$ cat config.mk
export PLATFORM = sky130hd
export DESIGN_NAME = instr_loader
export DESIGN_NICKNAME = d
export VERILOG_FILES = /design/src/rtl/instr_loader.sv
export SDC_FILE = /design/constraint.sdc
export NUM_CORES = 1
export LEC_CHECK = 0
export ABC_CLOCK_PERIOD_IN_PS = 2500
export CORE_ASPECT_RATIO = 1.2
export CORE_MARGIN = 2
export CORE_UTILIZATION = 40
export DETAILED_ROUTE_END_ITERATION = 7
export PLACE_DENSITY = 0.6
export SLEW_MARGIN = 20
export SYNTH_ARGS = -nofsm -noshare
export SYNTH_HDL_FRONTEND = slang
export SYNTH_SLANG_ARGS = --single-unit
$ cat constraint.sdc
create_clock -name clk -period 2.5 [get_ports clk]
set_input_delay 0.25 -clock clk [delete_from_list [all_inputs] [get_ports clk]]
set_output_delay 0.25 -clock clk [all_outputs]
set_load 0.1 [all_outputs]
$ cat src/rtl/instr_loader.sv
`default_nettype none
// ============================================================================
//  Module      : instr_loader
//  Description : Boot-time program loader for the single-cycle MIPS core.
//                Receives a byte stream (header N, then 4*N big-endian
//                payload bytes), writes each assembled 32-bit word into the
//                instruction memory and then releases the core via core_run.
//                Optional trailing checksum byte when the macro
//                INSTR_LOADER_CHECKSUM_EN is defined.
//  Revision    : 1.0 - initial release
// ============================================================================
module instr_loader #(
    parameter int ADDR_W    = 5,
    parameter int MAX_WORDS = 32
) (
    input  logic              clk,
    input  logic              Reset,
    input  logic              s_valid,
    input  logic [7:0]        s_data,
    output logic              s_ready,
    output logic              im_we,
    output logic [ADDR_W-1:0] im_addr,
    output logic [31:0]       im_wdata,
    output logic              core_run,
    output logic              done,
    output logic              error,
    output logic [ADDR_W:0]   word_count
);

    localparam int CNT_W = ADDR_W + 1;
    localparam logic [CNT_W-1:0] c_cnt_one = CNT_W'(1);

    typedef enum logic [2:0] {
        ST_IDLE  = 3'd0,
        ST_LOAD  = 3'd1,
`ifdef INSTR_LOADER_CHECKSUM_EN
        ST_CHECK = 3'd2,
`endif
        ST_DONE  = 3'd3,
        ST_ERROR = 3'd4
    } state_t;

    state_t             state_q, state_d;
    logic [1:0]         byte_idx_q, byte_idx_d;
    logic [23:0]        shift_q, shift_d;
    logic [CNT_W-1:0]   n_q, n_d;
    logic [CNT_W-1:0]   word_count_q, word_count_d;
    logic               im_we_q, im_we_d;
    logic [ADDR_W-1:0]  im_addr_q, im_addr_d;
    logic [31:0]        im_wdata_q, im_wdata_d;
`ifdef INSTR_LOADER_CHECKSUM_EN
    logic [7:0]         csum_q, csum_d;
`endif

    logic               w_ready_state;
    logic               w_accept;
    logic               w_hdr_bad;

    // Ready is a function of state only, forced low while reset is held
    always_comb begin
        w_ready_state = 1'b0;
        case (state_q)
            ST_IDLE,
`ifdef INSTR_LOADER_CHECKSUM_EN
            ST_CHECK,
`endif
            ST_LOAD:  w_ready_state = 1'b1;
            default:  w_ready_state = 1'b0;
        endcase
    end

    assign s_ready   = w_ready_state && !Reset;
    assign w_accept  = s_valid && s_ready;
    assign w_hdr_bad = (s_data == 8'd0) || (int'(s_data) > MAX_WORDS);

    // Next-state, word assembly and write-strobe generation
    always_comb begin
        state_d      = state_q;
        byte_idx_d   = byte_idx_q;
        shift_d      = shift_q;
        n_d          = n_q;
        word_count_d = word_count_q;
        im_we_d      = 1'b0;
        im_addr_d    = im_addr_q;
        im_wdata_d   = im_wdata_q;
`ifdef INSTR_LOADER_CHECKSUM_EN
        csum_d       = csum_q;
`endif
        case (state_q)
            ST_IDLE: begin
                if (w_accept) begin
                    if (w_hdr_bad) begin
                        state_d = ST_ERROR;
                    end else begin
                        n_d          = CNT_W'(s_data);
                        byte_idx_d   = 2'd0;
                        word_count_d = '0;
`ifdef INSTR_LOADER_CHECKSUM_EN
                        csum_d       = 8'd0;
`endif
                        state_d      = ST_LOAD;
                    end
                end
            end
            ST_LOAD: begin
                if (w_accept) begin
`ifdef INSTR_LOADER_CHECKSUM_EN
                    csum_d = csum_q + s_data;
`endif
                    byte_idx_d = byte_idx_q + 2'd1;
                    if (byte_idx_q == 2'd3) begin
                        // Word complete: launch the write, count it now so the
                        // final-word decision is made on this same edge.
                        im_we_d      = 1'b1;
                        im_addr_d    = word_count_q[ADDR_W-1:0];
                        im_wdata_d   = {shift_q, s_data};
                        word_count_d = word_count_q + c_cnt_one;
                        if (word_count_d == n_q) begin
`ifdef INSTR_LOADER_CHECKSUM_EN
                            state_d = ST_CHECK;
`else
                            state_d = ST_DONE;
`endif
                        end
                    end else begin
                        shift_d = {shift_q[15:0], s_data};
                    end
                end
            end
`ifdef INSTR_LOADER_CHECKSUM_EN
            ST_CHECK: begin
                if (w_accept) begin
                    state_d = (s_data == csum_q) ? ST_DONE : ST_ERROR;
                end
            end
`endif
            default: begin
                state_d = state_q;
            end
        endcase
    end

    // State and datapath registers, cleared asynchronously
    always_ff @(posedge clk or posedge Reset) begin
        if (Reset) begin
            state_q      <= ST_IDLE;
            byte_idx_q   <= 2'd0;
            shift_q      <= 24'd0;
            n_q          <= '0;
            word_count_q <= '0;
            im_we_q      <= 1'b0;
            im_addr_q    <= '0;
            im_wdata_q   <= 32'd0;
`ifdef INSTR_LOADER_CHECKSUM_EN
            csum_q       <= 8'd0;
`endif
        end else begin
            state_q      <= state_d;
            byte_idx_q   <= byte_idx_d;
            shift_q      <= shift_d;
            n_q          <= n_d;
            word_count_q <= word_count_d;
            im_we_q      <= im_we_d;
            im_addr_q    <= im_addr_d;
            im_wdata_q   <= im_wdata_d;
`ifdef INSTR_LOADER_CHECKSUM_EN
            csum_q       <= csum_d;
`endif
        end
    end

    // DONE is entered on the edge that raises the final write strobe; holding
    // done off during that strobe makes it rise one cycle after the last write.
    assign done       = (state_q == ST_DONE) && !im_we_q;
    assign core_run   = done;
    assign error      = (state_q == ST_ERROR);
    assign im_we      = im_we_q;
    assign im_addr    = im_addr_q;
    assign im_wdata   = im_wdata_q;
    assign word_count = word_count_q;

endmodule
`default_nettype wire

==> insert_results.sql, run 1 <==
INSERT INTO impl_metrics (metric_group, metric, value, unit) VALUES
('synthesis', 'post_synth_instance_area', '3357', 'sq um'),
('synthesis', 'yosysSeqAreaShare', '58.89', '%'),
('clock_network', 'tritoncts.num_buffers', '9', ''),
('sta', 'maxClockFrequency', '505.4', 'MHz'),
('route', 'drt-total-wl', '6.469', 'mm'),
('power', 'power_frac_comb', '3.1', '%'),
('outcome', 'result_of_the_run', 'finished, final reports clean', ''),
('setup_path', 'worst_r2r_startpoint', 'state_q[2]', ''),
('place', 'place_congestion', '0.7382', ''),
('cells_and_area', 'synthToLayoutAreaGrowth', '23.41', '%'),
('route', 'drt_iter0_drc', '96', ''),
('cells_and_area', 'layout_commonest_cell', 'sky130_fd_sc_hd__nand2_1', ''),
('global_routing', 'maximum_number_of_pins_on_one_net_before_global_route_repair', '56', ''),
('setup_path', 'timing.reg2reg.worst_path_depth', '5', ''),
('sta', 'fin_crit_sh', '79.14', '%'),
('setup_path', 'critPathCaptureType', 'flop', ''),
('cells_and_area', 'num-nets-final', '372', ''),
('power', 'total_leakage_power', '2.244', 'nW'),
('synthesis', 'yosys_warnings', '0', ''),
('synthesis', 'synth_async_sr_flop_share', '100.0', '%'),
('setup_path', 'worst_ep_arrival', '2200', 'ps'),
('setup_path', 'cpLargestDelayFamily', 'simple AND/OR/NAND/NOR gates', ''),
('worst_hold_path', 'worst_hold_path_type', 'input port to asynchronous set/reset pin', ''),
('place', 'portbufs', '58', ''),
('cells_and_area', 'final_layout_size_suffix_gt1_share', '27.27', '%'),
('global_routing', 'grt_busiest_layer', 'met2', ''),
('synthesis', 'postSynthCellCount', '299', ''),
('run', 'max_cap_viol_count', '0', ''),
('setup_path', 'crit_path_cell_trace', 'nor4b_4, nand2_2, or2_1, buf_4, mux2_1', ''),
('setup_path', 'critical_path_peak_fanout', '24', ''),
('route', 'detail_route.first_pass.iterations', '4', ''),
('cells_and_area', 'ant_cells', '0', ''),
('floorplanning', 'initial_core_util', '41.18', '%'),
('setup_path', 'worstSetupStartpoint', 'state_q[2]', ''),
('sta', 'slew_headroom', '69.34', '%'),
('setup_path', 'critPathSlowestCell', 'sky130_fd_sc_hd__dfrtp_1', ''),
('clock_network', 'worst_setup_hold_path_clk_slew', '80', 'ps'),
('sta', 'finalHoldWorstSlack', '380.8', 'ps'),
('sta', 'worstMarginPinSlew', '459.4', 'ps'),
('clock_network', 'cts_max_path_buffers', '2', ''),
('floorplanning', 'die_area', '9145', 'sq um'),
('floorplanning', 'placementRows', '36', ''),
('clock_network', 'cts_root_buffer', 'sky130_fd_sc_hd__clkbuf_8', ''),
('clock_network', 'clock-sinks', '79', ''),
('route', 'detail_route.drc_violations', '0', ''),
('sta', 'unrepaired_setup_endpoints_after_global_routing', 'no', ''),
('setup_path', 'cp_num_buf_inv', '1', ''),
('setup_path', 'worst_setup_path_start_kind', 'flop', ''),
('clock_network', 'cts_hold_buf', '0', ''),
('route', 'antenna_left', '0', ''),
('global_routing', 'wire_length_of_the_first_global_routing_pass', '10.93', 'mm'),
('power', 'power.share.clock', '41.3', '%'),
('global_routing', 'global_route.usage.met3', '4.524', '%'),
('clock_network', 'cts_tree', 'done', ''),
('floorplanning', 'chipWidth', '87.63', 'um'),
('clock_network', 'cts_setup_buffers', '0', ''),
('global_routing', 'groute.layer.met1.usage', '21.00', '%'),
('sta', 'report.final.setup_viol', '0', ''),
('clock_network', 'clock_insertion_delay_worst_skew', '350', 'ps'),
('cells_and_area', 'top_library_cells_by_usage_in_the_layout_fill_and_taps_aside', '111 x sky130_fd_sc_hd__nand2_1, 79 x sky130_fd_sc_hd__dfrtp_1, 53 x sky130_fd_sc_hd__buf_4', ''),
('floorplanning', 'count_of_boundary_i_o_pins', '59', ''),
('place', 'dp.final_hpwl', '4.500', 'mm'),
('floorplanning', 'dieHeight', '104.4', 'um'),
('clock_network', 'cts.htree.levels', '3', ''),
('synthesis', 'avgSynthCellArea', '11.23', 'sq um'),
('sta', 'slew_violations', '0', ''),
('power', 'internal_power', '1.813', 'mW'),
('floorplanning', 'coreArea', '8153', 'sq um'),
('setup_path', 'crit_required', '2720', 'ps'),
('global_routing', 'groute.layer.met2.usage', '23.59', '%'),
('synthesis', 'ys.flop_type', 'sky130_fd_sc_hd__dfrtp_1', '');
-- Yosys cell counts (all sizes together), types with 3 or more instances --
cell    count
nor3        4
a21oi       3
mux2       30
nand3       5
xnor2      10
buf        10
dfrtp      79
nor2        6
inv         7
o21ai       5
clkbuf      5
nand2     112
-- per-layer routing --
metal,part of all wire (%),wire length [um]
met1,46,3006
met2,48,3100
met3,4.2,271
met4,1.4,91
met5,0,0
-- path summary, 6_finish.rpt --
check / end
max: shift_q[18]
min: state_q[2]
max reg2reg: shift_q[18]
min reg2reg: im_wdata[28]
max in group asynchronous: shift_q[18]
min in group clk: im_wdata[28]
-- layout make-up --
class                      count  area [sq um]
fill                         770          4010
sequential                    79          1977
multi-input combinational    198          1280
timing repair buffer          64         518.0
clock buffer                  12         155.1
tap                          114         142.6
clock inverter                 3         42.54
inverter                       7         27.53
-- per-stage QoR --
step,worst slack (ps),cell area (sq um),cells,setup TNS [ps]
final,521.4,4143,477,0
after global routing,416.1,4143,477,0
after CTS,518.3,4143,477,0
after detailed placement,294.9,3945,462,0
after global placement,315.2,3945,462,0
after floorplan,-165.3,3383,299,-165.3
-- cell families after synthesis --
kind of cell / Yosys count / share of synthesized area (%)
DFF: 79 / 58.89
xor gates and xnor gates: 12 / 3.131
AOI/OAI and AO/OA: 15 / 3.317
and+or+nand+nor: 138 / 17.56
muxes: 31 / 12.60
buffers and inverters: 22 / 3.764
adders and majority gates: 2 / 0.7453
-- registers in the layout (all words and copies together), names as in the netlist --
name	flops
n_q	6
word_count	6
shift_q	24
im_wdata	32
byte_idx_q	2
im_we	1
im_addr	5
state_q	3
-- power groups by stage --
stage	clock (mW)	combinational, mW	sequential [mW]
floorplan	0	0.0299	1.31
global placement	0	0.0740	1.31
detailed placement	0	0.0748	1.31
CTS	0.971	0.0751	1.28
global route	1.03	0.0805	1.28
finish	0.951	0.0717	1.28
Power figures use the tool's default switching activity.
==> run 2, diff against run 1 <==
--- a/config.mk
+++ b/config.mk
@@ -5,12 +5,12 @@
 export SDC_FILE = /design/constraint.sdc
 export NUM_CORES = 1
 export LEC_CHECK = 0
-export ABC_CLOCK_PERIOD_IN_PS = 2500
+export ABC_CLOCK_PERIOD_IN_PS = 1700
 export CORE_ASPECT_RATIO = 1.2
 export CORE_MARGIN = 2
 export CORE_UTILIZATION = 40
 export DETAILED_ROUTE_END_ITERATION = 7
-export PLACE_DENSITY = 0.6
+export PLACE_DENSITY = 0.63
 export SLEW_MARGIN = 20
 export SYNTH_ARGS = -nofsm -noshare
 export SYNTH_HDL_FRONTEND = slang
==> constraint.sdc (replaced) <==
create_clock -name clk -period 1.7 [get_ports clk]
set_input_delay 0.17 -clock clk [delete_from_list [all_inputs] [get_ports clk]]
set_output_delay 0.17 -clock clk [all_outputs]
set_load 0.1 [all_outputs]
==> insert_results.sql, run 2 (synthesis gave the netlist of run 1 again) <==
INSERT INTO impl_metrics (metric_group, metric, value, unit) VALUES
('power', 'total_leakage_power', '2.595', 'nW'),
('run', 'max_cap_viol_count', '0', ''),
('setup_path', 'worst_r2r_startpoint', 'state_q[2]', ''),
('cells_and_area', 'layout_commonest_cell', 'sky130_fd_sc_hd__nand2_1', ''),
('clock_network', 'cts.htree.levels', '3', ''),
('cells_and_area', 'largest_register_ff_count', '32', ''),
('worst_hold_path', 'hold_path_startpoint', 'shift_q[19]', ''),
('route', 'drt_iter0_drc', '110', ''),
('clock_network', 'cts_max_path_buffers', '2', ''),
('sta', 'unrepaired_setup_endpoints_after_global_routing', 'yes', ''),
('global_routing', 'number_of_global_route_vias_before_repair', '2540', ''),
('route', 'detail_route.drc_violations', '0', ''),
('route', 'via_count', '2391', ''),
('sta', 'post-route-worst-setup-slack', '-29.12', 'ps'),
('clock_network', 'worst_setup_hold_path_clk_slew', '80', 'ps'),
('place', 'portbufs', '58', ''),
('sta', 'worstMarginPinSlew', '437.0', 'ps'),
('clock_network', 'cts_root_buffer', 'sky130_fd_sc_hd__clkbuf_8', ''),
('setup_path', 'worst_setup_path_start_kind', 'flop', ''),
('cells_and_area', 'finalInstanceArea', '5001', 'sq um'),
('global_routing', 'gr-usage-all-layers', '17.86', '%'),
('floorplanning', 'placementRows', '36', ''),
('cells_and_area', 'fin_util', '61.34', '%'),
('cells_and_area', 'num-nets-final', '410', ''),
('worst_hold_path', 'hold-path-endpoint', 'im_wdata[27]', ''),
('cells_and_area', 'fillers', '659', ''),
('clock_network', 'cts_hold_buf', '0', ''),
('route', 'detail_route.first_pass.iterations', '5', ''),
('sta', 'fin_crit_sh', '101.7', '%'),
('place', 'place_congestion', '0.7705', ''),
('outcome', 'violations', 'negative setup slack', ''),
('sta', 'totalNegativeSetupSlack', '-361.4', 'ps'),
('setup_path', 'critPathCaptureType', 'flop', ''),
('setup_path', 'worst_ep_arrival', '1970', 'ps'),
('global_routing', 'wire_length_of_the_first_global_routing_pass', '12.67', 'mm'),
('sta', 'maxClockFrequency', '578.3', 'MHz'),
('route', 'drt-total-wl', '7.622', 'mm'),
('sta', 'report.final.setup_viol', '25', ''),
('clock_network', 'cts_tree', 'done', ''),
('clock_network', 'clock-sinks', '79', ''),
('setup_path', 'worstSetupStartpoint', 'state_q[2]', ''),
('floorplanning', 'count_of_boundary_i_o_pins', '59', ''),
('worst_hold_path', 'holdPathStages', '2', ''),
('setup_path', 'critical_path.reg2reg.endpoint', 'shift_q[18]', ''),
('sta', 'period_minus_slack', '1729', 'ps'),
('power', 'max-vdd-ir-drop', '0.4779', 'mV'),
('sta', 'finalHoldWorstSlack', '470.9', 'ps'),
('outcome', 'result_of_the_run', 'finished with violations', ''),
('floorplanning', 'die_area', '9145', 'sq um'),
('floorplanning', 'dieHeight', '104.4', 'um'),
('global_routing', 'gr-total-overflow', '0', ''),
('setup_path', 'critical_path_peak_fanout', '6', ''),
('place', 'dp.final_hpwl', '5.211', 'mm'),
('route', 'routed_wire_length_per_instance', '14.77', 'um'),
('floorplanning', 'initial_core_util', '41.18', '%'),
('cells_and_area', 'ant_cells', '0', ''),
('floorplanning', 'coreArea', '8153', 'sq um'),
('setup_path', 'timing.reg2reg.worst_path_depth', '5', ''),
('place', 'dpl_cell_area', '4531', 'sq um'),
('sta', 'final_hold_viol_count', '0', ''),
('floorplanning', 'chipWidth', '87.63', 'um'),
('worst_hold_path', 'worst_hold_path_type', 'flop to flop', ''),
('setup_path', 'worst-r2r-setup-slack', '-30', 'ps'),
('setup_path', 'crit_required', '1940', 'ps'),
('power', 'power_per_cell_area', '767.6', 'nW/um^2'),
('sta', 'finalClockSkew', '8.329', 'ps'),
('sta', 'slew_headroom', '70.80', '%'),
('route', 'mean_number_of_vias_per_cell', '4.634', ''),
('clock_network', 'tritoncts.num_buffers', '9', ''),
('clock_network', 'clock_insertion_delay_worst_skew', '350', 'ps'),
('cells_and_area', 'final_layout_size_suffix_gt1_share', '39.80', '%'),
('global_routing', 'grt_antenna_before_repair', '0', ''),
('route', 'antenna_left', '0', ''),
('setup_path', 'worstSetupPathType', 'flop to flop', ''),
('sta', 'slew_violations', '0', ''),
('cells_and_area', 'synthToLayoutAreaGrowth', '48.98', '%'),
('global_routing', 'maximum_number_of_pins_on_one_net_before_global_route_repair', '29', ''),
('cells_and_area', 'top_library_cells_by_usage_in_the_layout_fill_and_taps_aside', '110 x sky130_fd_sc_hd__nand2_1, 70 x sky130_fd_sc_hd__dfrtp_1, 55 x sky130_fd_sc_hd__buf_4', '');
==> run 2: critical path, stage by stage (launching register included) <==
cell and delay (ps):
sky130_fd_sc_hd__dfrtp_2 450, sky130_fd_sc_hd__nor4b_4 310, sky130_fd_sc_hd__nand2_2 90, sky130_fd_sc_hd__or2_4 290
sky130_fd_sc_hd__clkbuf_16 180, sky130_fd_sc_hd__mux2_4 300
==> run 2: through the flow <==
step                      power [mW]  setup WS [ps]  cells
final                          3.839         -29.12    516
after global routing           3.957         -97.05    516
after CTS                      3.862         -75.25    508
after detailed placement       2.074         -337.9    487
after global placement         2.072         -294.9    487
after floorplan                1.975         -624.1    299
==> run 2: repair_timing <==
action                     in CTS  in global routing
resized for setup              13                  8
setup endpoints to repair      67                 70
pin swaps                       9                  4
buffers inserted                4                  6
gates cloned                    1                  2
==> run 2: power breakdown <==
part / switching [mW] / internal (mW) / leakage, nW / total [mW]
combinational: 0.0825 / 0.0661 / 1.40 / 0.149
sequential: 0.00445 / 1.88 / 1.06 / 1.88
clock: 0.683 / 1.12 / 0.126 / 1.81
==> run 2: final cells by class <==
class / instances / area (sq um) / area share, %
repair buffers: 102 / 1231 / 24.62
clock buffers: 10 / 127.6 / 2.552
flip-flops and latches: 79 / 1998 / 39.96
clock inverters: 6 / 132.6 / 2.652
well taps: 114 / 142.6 / 2.852
multi-input cells: 198 / 1331 / 26.62
inverters: 7 / 37.54 / 0.7506
==> run 2: how the worst max path moves through the flow <==
stage                     depth (start not counted)            end
after floorplan                                   5  word_count[5]
after global placement                            7  word_count[3]
after detailed placement                          7  word_count[3]
after CTS                                         4           done
after global routing                              6  word_count[3]
final                                             5    shift_q[18]
==> run 2: layer usage <==
metal	share of wire, %	vias to the layer above	GRT usage (%)
li1	-	1169	-
met1	46	1157	24.62
met5	0	-	0
met4	1.9	0	7.473
met2	49	53	27.76
met3	3.3	12	2.857
==> run 3, diff against run 2 <==
--- a/config.mk
+++ b/config.mk
@@ -6,12 +6,11 @@
 export NUM_CORES = 1
 export LEC_CHECK = 0
 export ABC_CLOCK_PERIOD_IN_PS = 1700
-export CORE_ASPECT_RATIO = 1.2
 export CORE_MARGIN = 2
 export CORE_UTILIZATION = 40
 export DETAILED_ROUTE_END_ITERATION = 7
 export PLACE_DENSITY = 0.63
-export SLEW_MARGIN = 20
+export REMOVE_ABC_BUFFERS = 1
 export SYNTH_ARGS = -nofsm -noshare
 export SYNTH_HDL_FRONTEND = slang
 export SYNTH_SLANG_ARGS = --single-unit
==> insert_results.sql, run 3 (synthesis gave the netlist of run 1 again) <==
INSERT INTO impl_metrics (metric_group, metric, value, unit) VALUES
('outcome', 'result_of_the_run', 'finished with violations', ''),
('outcome', 'violations', 'negative setup slack', ''),
('cells_and_area', 'top_library_cells_by_usage_in_the_layout_fill_and_taps_aside', '110 x sky130_fd_sc_hd__nand2_1, 76 x sky130_fd_sc_hd__dfrtp_1, 63 x sky130_fd_sc_hd__buf_4', ''),
('clock_network', 'cts.htree.levels', '3', ''),
('sta', 'fin_crit_sh', '105.9', '%'),
('cells_and_area', 'num-nets-final', '407', ''),
('sta', 'finalClockSkew', '10.78', 'ps'),
('global_routing', 'gr-total-overflow', '0', ''),
('sta', 'post-route-worst-setup-slack', '-99.64', 'ps'),
('setup_path', 'slowest_stage_delay_on_critical_path', '450', 'ps'),
('sta', 'period_minus_slack', '1800', 'ps'),
('cells_and_area', 'ant_cells', '0', ''),
('floorplanning', 'count_of_boundary_i_o_pins', '59', ''),
('setup_path', 'endpoint', 'word_count[3]', ''),
('sta', 'slew_headroom', '76.42', '%'),
('place', 'portbufs', '58', ''),
('sta', 'slew_violations', '0', ''),
('floorplanning', 'placementRows', '33', ''),
('setup_path', 'crit_path_cell_trace', 'nor3_4, nand2_2, or3_4, o31ai_4, o22ai_1', ''),
('floorplanning', 'chipWidth', '95.61', 'um'),
('setup_path', 'worst-r2r-setup-slack', '-100', 'ps'),
('clock_network', 'clock-sinks', '79', ''),
('cells_and_area', 'synthToLayoutAreaGrowth', '42.01', '%'),
('global_routing', 'gr-usage-all-layers', '16.30', '%'),
('sta', 'maxClockFrequency', '555.7', 'MHz'),
('setup_path', 'critPathCaptureType', 'flop', ''),
('sta', 'final_hold_viol_count', '0', ''),
('global_routing', 'number_of_global_route_vias_before_repair', '2283', ''),
('global_routing', 'wire_length_of_the_first_global_routing_pass', '11.39', 'mm'),
('clock_network', 'tritoncts.num_buffers', '9', ''),
('power', 'power_per_cell_area', '712.2', 'nW/um^2'),
('route', 'via_count', '2348', ''),
('setup_path', 'critPathSlowestCell', 'sky130_fd_sc_hd__dfrtp_2', ''),
('setup_path', 'timing.reg2reg.worst_path_depth', '5', ''),
('route', 'antenna_left', '0', ''),
('worst_hold_path', 'worst_hold_path_type', 'input port to asynchronous set/reset pin', ''),
('place', 'dp.final_hpwl', '4.595', 'mm'),
('setup_path', 'worstSetupPathType', 'flop to flop', ''),
('floorplanning', 'coreArea', '8175', 'sq um'),
('cells_and_area', 'largest_register_ff_count', '32', ''),
('clock_network', 'worst_setup_hold_path_clk_slew', '90', 'ps'),
('clock_network', 'cts_max_path_buffers', '2', ''),
('setup_path', 'critical_path_peak_fanout', '6', ''),
('cells_and_area', 'layout_commonest_cell', 'sky130_fd_sc_hd__nand2_1', ''),
('global_routing', 'grt_antenna_before_repair', '0', ''),
('power', 'total_leakage_power', '2.550', 'nW'),
('setup_path', 'critical_path.reg2reg.endpoint', 'word_count[3]', ''),
('run', 'max_cap_viol_count', '0', ''),
('floorplanning', 'initial_core_util', '41.06', '%'),
('route', 'mean_number_of_vias_per_cell', '4.659', ''),
('clock_network', 'clock_insertion_delay_worst_skew', '340', 'ps'),
('power', 'fin_total_pwr', '3.395', 'mW'),
('sta', 'finalHoldWorstSlack', '344.3', 'ps'),
('route', 'drt-total-wl', '7.069', 'mm'),
('sta', 'worstMarginPinSlew', '351.1', 'ps'),
('cells_and_area', 'final_layout_size_suffix_gt1_share', '38.60', '%'),
('setup_path', 'crit_required', '1910', 'ps'),
('global_routing', 'maximum_number_of_pins_on_one_net_before_global_route_repair', '42', ''),
('floorplanning', 'die_area', '9141', 'sq um'),
('clock_network', 'cts_tree', 'done', ''),
('sta', 'unrepaired_setup_endpoints_after_global_routing', 'yes', ''),
('setup_path', 'worst_r2r_startpoint', 'state_q[2]', ''),
('route', 'detail_route.first_pass.iterations', '4', ''),
('setup_path', 'worstSetupStartpoint', 'state_q[2]', ''),
('route', 'drt_iter0_drc', '74', ''),
('place', 'dp_slack', '-423.3', 'ps'),
('place', 'place_congestion', '0.7622', ''),
('route', 'routed_wire_length_per_instance', '14.03', 'um'),
('clock_network', 'cts_root_buffer', 'sky130_fd_sc_hd__clkbuf_8', ''),
('setup_path', 'worst_setup_path_start_kind', 'flop', ''),
('setup_path', 'worst_ep_arrival', '2010', 'ps'),
('route', 'detail_route.drc_violations', '0', ''),
('power', 'max-vdd-ir-drop', '0.4220', 'mV'),
('sta', 'report.final.setup_viol', '38', ''),
('clock_network', 'cts_hold_buf', '0', ''),
('floorplanning', 'dieHeight', '95.61', 'um');
==> run 3: cell types whose count changed in the layout (fill, tap and decap cells not counted), moves of 3 or more <==
cell / before / now
sky130_fd_sc_hd__clkinv_2: 1 / 4
sky130_fd_sc_hd__bufinv_16: 4 / 1
sky130_fd_sc_hd__buf_4: 55 / 63
sky130_fd_sc_hd__dfrtp_1: 70 / 76
sky130_fd_sc_hd__dfrtp_4: 4 / 0
sky130_fd_sc_hd__buf_12: 29 / 18
==> run 3: through the flow <==
step           TNS [ps]  cells  instance area, sq um  utilization, %
6_report          -1672    504                  4767           58.31
5_1_grt           -4215    504                  4767           58.31
4_1_cts           -1233    497                  4607           56.35
3_5_place_dp     -15450    477                  4300           52.60
3_3_place_gp     -12660    477                  4300           52.60
2_1_floorplan    -92620    284                  3257               -
==> run 3: layout make-up <==
cell class	instances	area (sq um)
fill	688	3408
clock inverter	7	71.32
clock buffer	9	123.9
sequential	79	1981
tap	105	131.4
inverter	7	30.03
timing repair buffer	99	1085
multi-input combinational	198	1345
==> run 3: how the worst min path moves through the flow <==
| stage | endpoint | slack, ps | cells past startpoint |
|---|---|---|---|
| after floorplan | im_wdata[0] | 280 | 2 |
| after global placement | im_wdata[29] | 450 | 2 |
| after detailed placement | im_wdata[29] | 450 | 2 |
| after CTS | im_wdata[7] | 310 | 3 |
| after global routing | im_wdata[6] | 380 | 3 |
| final | im_wdata[14] | 340 | 3 |
==> run 3: worst max-delay path: cells and delay by family, from the launching register on <==
kind,cells,cell delay (ps)
AND/OR/NAND/NOR,3,710
AO/OA/AOI/OAI,2,510
flip-flops,1,450
==> run 3: power by group <==
group	internal, mW	leakage [nW]	switching [mW]
combinational	0.0608	1.38	0.0779
sequential	1.88	1.07	0.00354
clock	0.681	0.103	0.692
==> run 3: metal layers <==
metal	track usage, %	part of all wire, %
met1	23.34	48
met2	25.00	47
met4	4.286	1.1
met3	3.794	3.4
met5	0	0
==> run 3: timing repair <==
item	4_1_cts	5_1_grt
gates cloned	1	3
pin swaps	4	7
buffers inserted	3	4
endpoints found under the setup margin	39	50
gates resized for setup	17	14
